$ cat config.mk
export PLATFORM = sky130hd
export DESIGN_NAME = fifo_wr_arbiter_flat
export DESIGN_NICKNAME = d
export VERILOG_FILES = /design/src/rtl/fifo_wr_arbiter_if.sv /design/src/rtl/fifo_wr_arbiter.sv /design/src/flat_wrapper.sv
export SDC_FILE = /design/constraint.sdc
export NUM_CORES = 1
export LEC_CHECK = 0
export BUFFER_PORTS_ARGS = -buffer_cell sky130_fd_sc_hd__buf_4
export CAP_MARGIN = 20
export CORE_MARGIN = 1
export CORE_UTILIZATION = 43
export CTS_BUF_LIST = sky130_fd_sc_hd__clkbuf_16
export CTS_CLUSTER_DIAMETER = 150
export CTS_CLUSTER_SIZE = 10
export DETAILED_ROUTE_END_ITERATION = 7
export PLACE_DENSITY = 0.77
export RECOVER_POWER = 25
export SLEW_MARGIN = 20
export SYNTH_ARGS = -nofsm -noshare
export SYNTH_HDL_FRONTEND = slang
export SYNTH_SLANG_ARGS = --single-unit
$ cat constraint.sdc
create_clock -name clk -period 2.8 [get_ports clk]
set_input_delay 0.14 -clock clk [delete_from_list [all_inputs] [get_ports clk]]
set_output_delay 0.14 -clock clk [all_outputs]
set_load 0.005 [all_outputs]
$ cat src/rtl/fifo_wr_arbiter_if.sv
// Write-side bundle between NREQ requesters, the round-robin arbiter and the FIFO write port.
// master: the arbiter's view; slave: the requester/FIFO side that drives req, req_data and fifo_full.
interface fifo_wr_arbiter_if #(
  parameter int NREQ  = 4,
  parameter int WIDTH = 8
);
  logic [NREQ-1:0]       req;
  logic [NREQ*WIDTH-1:0] req_data;
  logic                  fifo_full;
  logic [NREQ-1:0]       gnt;
  logic                  fifo_wr_en;
  logic [WIDTH-1:0]      fifo_data_in;
  logic [15:0]           wr_count;

  modport master (
    input  req, req_data, fifo_full,
    output gnt, fifo_wr_en, fifo_data_in, wr_count
  );

  modport slave (
    output req, req_data, fifo_full,
    input  gnt, fifo_wr_en, fifo_data_in, wr_count
  );
endinterface

$ cat src/rtl/fifo_wr_arbiter.sv
// Round-robin arbiter sharing one FIFO write port between NREQ requesters; combinational grant.
// Define FIFO_ARB_LOCK_EN to enable burst lock of up to MAX_BURST beats per owner.
module fifo_wr_arbiter #(
  parameter int NREQ      = 4,
  parameter int WIDTH     = 8,
  parameter int MAX_BURST = 4
) (
  input logic             clk,
  input logic             rst,
  fifo_wr_arbiter_if.master bus
);
  localparam int PTR_W = (NREQ > 1) ? $clog2(NREQ) : 1;

  logic [PTR_W-1:0] ptr;
  logic [PTR_W-1:0] sel;
  logic [PTR_W-1:0] cand;
  logic [NREQ-1:0]  gnt_c;
  logic [15:0]      wr_count;

`ifdef FIFO_ARB_LOCK_EN
  typedef enum logic {IDLE, LOCK} state_t;
  state_t           state;
  logic [PTR_W-1:0] owner;
  logic [4:0]       beats;
`endif

  function automatic logic [PTR_W-1:0] next_ptr(input logic [PTR_W-1:0] p);
    return (p == PTR_W'(NREQ - 1)) ? '0 : p + 1'b1;
  endfunction

  // NOTE: every always_comb output gets a default first so no path can infer a latch.
  always_comb begin
    gnt_c = '0;
    sel   = '0;
    cand  = '0;
    if (!rst && !bus.fifo_full) begin
      // Walk from the farthest candidate back to ptr so the closest requester wins.
      for (int k = NREQ - 1; k >= 0; k--) begin
        cand = PTR_W'((int'(ptr) + k) % NREQ);
        if (bus.req[cand]) begin
          gnt_c       = '0;
          gnt_c[cand] = 1'b1;
          sel         = cand;
        end
      end
`ifdef FIFO_ARB_LOCK_EN
      if (state == LOCK) begin
        gnt_c        = '0;
        gnt_c[owner] = bus.req[owner];
        sel          = owner;
      end
`endif
    end
  end

  assign bus.gnt          = gnt_c;
  assign bus.fifo_wr_en   = |gnt_c;
  assign bus.fifo_data_in = (|gnt_c) ? bus.req_data[sel*WIDTH +: WIDTH] : '0;
  assign bus.wr_count     = wr_count;

  // NOTE: sequential state uses non-blocking assignments only, so every flop samples pre-edge values.
  always_ff @(posedge clk or posedge rst) begin
    if (rst) begin
      ptr      <= '0;
      wr_count <= '0;
`ifdef FIFO_ARB_LOCK_EN
      state    <= IDLE;
      owner    <= '0;
      beats    <= '0;
`endif
    end else begin
      if (bus.fifo_wr_en) wr_count <= wr_count + 16'd1;
`ifdef FIFO_ARB_LOCK_EN
      case (state)
        IDLE: begin
          if (bus.fifo_wr_en) begin
            owner <= sel;
            beats <= 5'd1;
            if (MAX_BURST > 1) state <= LOCK;
            else               ptr   <= next_ptr(sel);
          end
        end
        LOCK: begin
          // A dropped request ends the burst at once; otherwise it ends on the last allowed beat.
          if (!bus.req[owner]) begin
            state <= IDLE;
            ptr   <= next_ptr(owner);
          end else if (bus.fifo_wr_en) begin
            beats <= beats + 5'd1;
            if (beats + 5'd1 == 5'(MAX_BURST)) begin
              state <= IDLE;
              ptr   <= next_ptr(owner);
            end
          end
        end
        default: state <= IDLE;
      endcase
`else
      if (bus.fifo_wr_en) ptr <= next_ptr(sel);
`endif
    end
  end
endmodule

$ cat src/flat_wrapper.sv
// flat-port wrapper written by rule: the top's interface ports become plain ports
module fifo_wr_arbiter_flat 
#(
  parameter int NREQ      = 4,
  parameter int WIDTH     = 8,
  parameter int MAX_BURST = 4
)
  (clk, rst, bus_req, bus_req_data, bus_fifo_full, bus_gnt, bus_fifo_wr_en, bus_fifo_data_in, bus_wr_count);
  fifo_wr_arbiter_if #(.NREQ(NREQ), .WIDTH(WIDTH)) bus_i ();
  input logic clk;
  input logic rst;
  input wire logic [$bits(bus_i.req)-1:0] bus_req;
  input wire logic [$bits(bus_i.req_data)-1:0] bus_req_data;
  input wire logic [$bits(bus_i.fifo_full)-1:0] bus_fifo_full;
  output wire logic [$bits(bus_i.gnt)-1:0] bus_gnt;
  output wire logic [$bits(bus_i.fifo_wr_en)-1:0] bus_fifo_wr_en;
  output wire logic [$bits(bus_i.fifo_data_in)-1:0] bus_fifo_data_in;
  output wire logic [$bits(bus_i.wr_count)-1:0] bus_wr_count;
  assign bus_i.req = bus_req;
  assign bus_i.req_data = bus_req_data;
  assign bus_i.fifo_full = bus_fifo_full;
  assign bus_gnt = bus_i.gnt;
  assign bus_fifo_wr_en = bus_i.fifo_wr_en;
  assign bus_fifo_data_in = bus_i.fifo_data_in;
  assign bus_wr_count = bus_i.wr_count;
  fifo_wr_arbiter #(.NREQ(NREQ), .WIDTH(WIDTH), .MAX_BURST(MAX_BURST)) u_core (.clk(clk), .rst(rst), .bus(bus_i));
endmodule
==> run_results.csv <==
group,metric,value,unit
synth,ys_seq_elements,18,
timing,slew_headroom,54.4,%
drt,drtIter0Drc,76,
die,dieWidth,61.9,microns
clock_network,tritoncts,"done",
timing,hold_viol,0,
setup_path,cp_num_buf_inv,4,
timing,skew,5.90,ps
finish,drive_gt1_share,48.6,%
synth,synthesis.area,1540,sq um
power_and_ir_drop,power_frac_comb,69.3,%
finish,n_antenna_cell,0,
outcome,status,"finished with violations",
synth,syn_avg_cell_area,9.46,sq um
clock_network,clock_latency,250,ps
power_and_ir_drop,p_leak,1.19,nW
power_and_ir_drop,cellPowerDensity,927,nW/um^2
clock_network,htree_levels,1,
global_routing,grt.overflow.total,0,
finish,nets,299,
drt,vias,1591,
finish,mostFrequentLayoutCells,"84 x buf_4, 18 x dfrtp_1, 16 x a211oi_1",
synth,synthCells,163,
worst_hold_path,worstHoldPathType,"primary input to asynchronous set/reset pin",
placed_design,place_congestion,0.884,
outcome,violations,"setup timing",
clock_network,clockBufferDepth,2,
timing,setup_ws,-195,ps
die,die-area,3830,sq um
clock_network,cts.sinks,18,
drt,totalWireLength,4640,microns
setup_path,max_stage_delay,410,ps
setup_path,cp_slowest_cell,"dfrtp_1",
clock_network,numCtsBuffers,3,
power_and_ir_drop,clkPwrFrac,12.5,%
drt,routedWlPerCell,15.6,microns
drt,final_antenna_net_count,0,
placed_design,port_buffers,67,
global_routing,grt_max_degree,19,
job,cap_violations,0,
synth,synth_seq_area_share,29.2,%
timing,rsz0062_at_grt,"yes",
synth,ys_async_sr_fraction,100,%
finish,syn2layout_area_growth,63.7,%
setup_path,path_class,"flop to output pin",
die,die_h,61.9,microns
global_routing,grt_pass1_wl,6800,microns
power_and_ir_drop,p_int,1.44,mW
power_and_ir_drop,switching_power,0.896,mW
die,core-area,3390,sq um
global_routing,track_usage,24.1,%
die,num_io_pins,68,
power_and_ir_drop,power,2.34,mW
global_routing,antenna_found_initial,0,
synth,synth_flop_cell,"dfrtp_1",
timing,setup_viol,22,
setup_path,worstPathArrival,2860,ps
synth,syn_nets,210,
timing,timing.hold.ws,1.98,ps
clock_network,path_clk_slew,60,ps
timing,min_period_over_period,107,%
die,fp-row-count,21,
die,initial_core_util,45.5,%
setup_path,cp.required,2660,ps
synth,yosysWarnings,0,
synth,ys_types,35,
drt,vias_per_cell,5.36,
setup_path,start_kind,"flop",
power_and_ir_drop,seqPwrFrac,18.2,%
power_and_ir_drop,ir_drop,0.598,mV
timing,worst_pin_slew,684,ps
timing,fmax,334,MHz
timing,min_period,3000,ps
timing,slew_viol_final,0,
synth,synth_edf_count,0,
drt,drt-pass1-iter-count,4,
global_routing,first_global_vias,1410,
setup_path,path_max_fanout,6,
setup_path,path_cells,"clkinvlp_4 -> ha_4 -> mux4_2 -> nor2b_4 -> o21ai_1 -> a21boi_2 -> buf_4 -> bufbuf_16 -> nor2b_1 -> a211oi_1 -> a211oi_1 -> buf_4",
setup_path,critPathTopFamily,"buffers and inverters",
clock_network,clockRootBuffer,"clkbuf_16",
setup_path,end_kind,"output pin",
placed_design,dp_hpwl,2920,microns
power_and_ir_drop,switching_share,38.3,%
drt,post-route-drc-count,0,
finish,mostFrequentLayoutCell,"buf_4",
[state kept, by name, summed over array words and instances, names as in the netlist]
name                 cells
u_core.bus.wr_count     16
u_core.ptr               2
[worst paths after layout]
kind | cells after the start | slack [ps] | start | to
worst max-delay path | 12 | -200 | u_core.ptr[0] | bus_fifo_data_in[1]
worst min-delay path | 2 | 2 | rst | u_core.bus.wr_count[8]
worst max register to register | 11 | -130 | u_core.ptr[0] | u_core.bus.wr_count[14]
worst min register to register | 1 | 470 | u_core.bus.wr_count[15] | u_core.bus.wr_count[15]
max in group asynchronous | 2 | 2360 | rst | u_core.bus.wr_count[0]
min in group clk | 1 | 470 | u_core.bus.wr_count[15] | u_core.bus.wr_count[15]
[timing repair]
item	in CTS	in global routing
resized for setup	5	7
endpoints found under the setup margin	9	25
pin swaps	3	4
buffers inserted	7	8
hold buffers	0	0
gates cloned	3	0
[power by group through the flow]
stage	Clock [mW]	Combinational (mW)	Sequential, mW
6_report	0.292	1.62	0.427
5_1_grt	0.308	1.73	0.441
4_1_cts	0.293	1.49	0.427
3_5_place_dp	0	1.22	0.429
3_3_place_gp	0	1.21	0.428
2_1_floorplan	0	0.786	0.430
[layer usage]
metal,global-route usage [%],up-vias,share of wire (%)
li1,-,781,-
met1,32.9,753,45
met2,38.2,41,49
met3,4.35,16,3.2
met4,8.57,0,2.8
met5,0,-,0
[cell families (layout without fill, tap and decap cells)]
logic type | Yosys count | in the layout | synth area share [%]
AOI/OAI and AO/OA | 41 | 41 | 18.2
xor gates and xnor gates | 16 | 16 | 9.08
adders and majority gates | 8 | 8 | 6.49
buffers and inverters | 11 | 99 | 4.14
DFF | 18 | 18 | 29.2
muxes | 18 | 18 | 13.6
and+or+nand+nor | 51 | 51 | 19.2
[stage by stage]
stage          setup WS [ps]  cells  setup TNS [ps]  util, %  instance area, sq um
2_1_floorplan          -68.4    163           -68.4        -                  1600
3_3_place_gp             126    275               0     64.3                  2180
3_5_place_dp            53.9    275               0     64.3                  2180
4_1_cts                 -105    289           -1510     71.5                  2420
5_1_grt                 -315    297           -4700     74.5                  2520
6_report                -195    297           -2570     74.5                  2520
[synth_stat cells (2+ instances only)]
cell type | number | area, sq um
nand3_1 | 5 | 25.0
dfrtp_1 | 18 | 450
nor2_1 | 14 | 52.6
nor2b_1 | 8 | 50.1
nand2b_1 | 3 | 18.8
o211ai_1 | 5 | 37.5
ha_1 | 8 | 100
nand4_1 | 3 | 18.8
a211oi_1 | 16 | 120
o21ai_0 | 5 | 25.0
mux2i_1 | 12 | 120
a221oi_1 | 4 | 35.0
xor2_1 | 13 | 114
a21oi_1 | 9 | 45.0
inv_1 | 4 | 15.0
xnor2_1 | 3 | 26.3
mux2_2 | 3 | 33.8
buf_2 | 3 | 15.0
mux4_2 | 2 | 45.0
buf_4 | 3 | 22.5
nand3b_1 | 2 | 15.0
nand2_1 | 4 | 15.0
nor3_1 | 3 | 15.0
or3b_2 | 2 | 17.5
[layout make-up]
class                           count  area, sq um
Tap cell                           46         57.6
Multi-Input combinational cell    134         1130
Clock buffer                        3         75.1
Clock inverter                      1         3.75
Sequential cell                    18          450
Timing Repair Buffer               91          787
Fill cell                         229          865
Inverter                            4         18.8
Power figures use the tool's default switching activity.
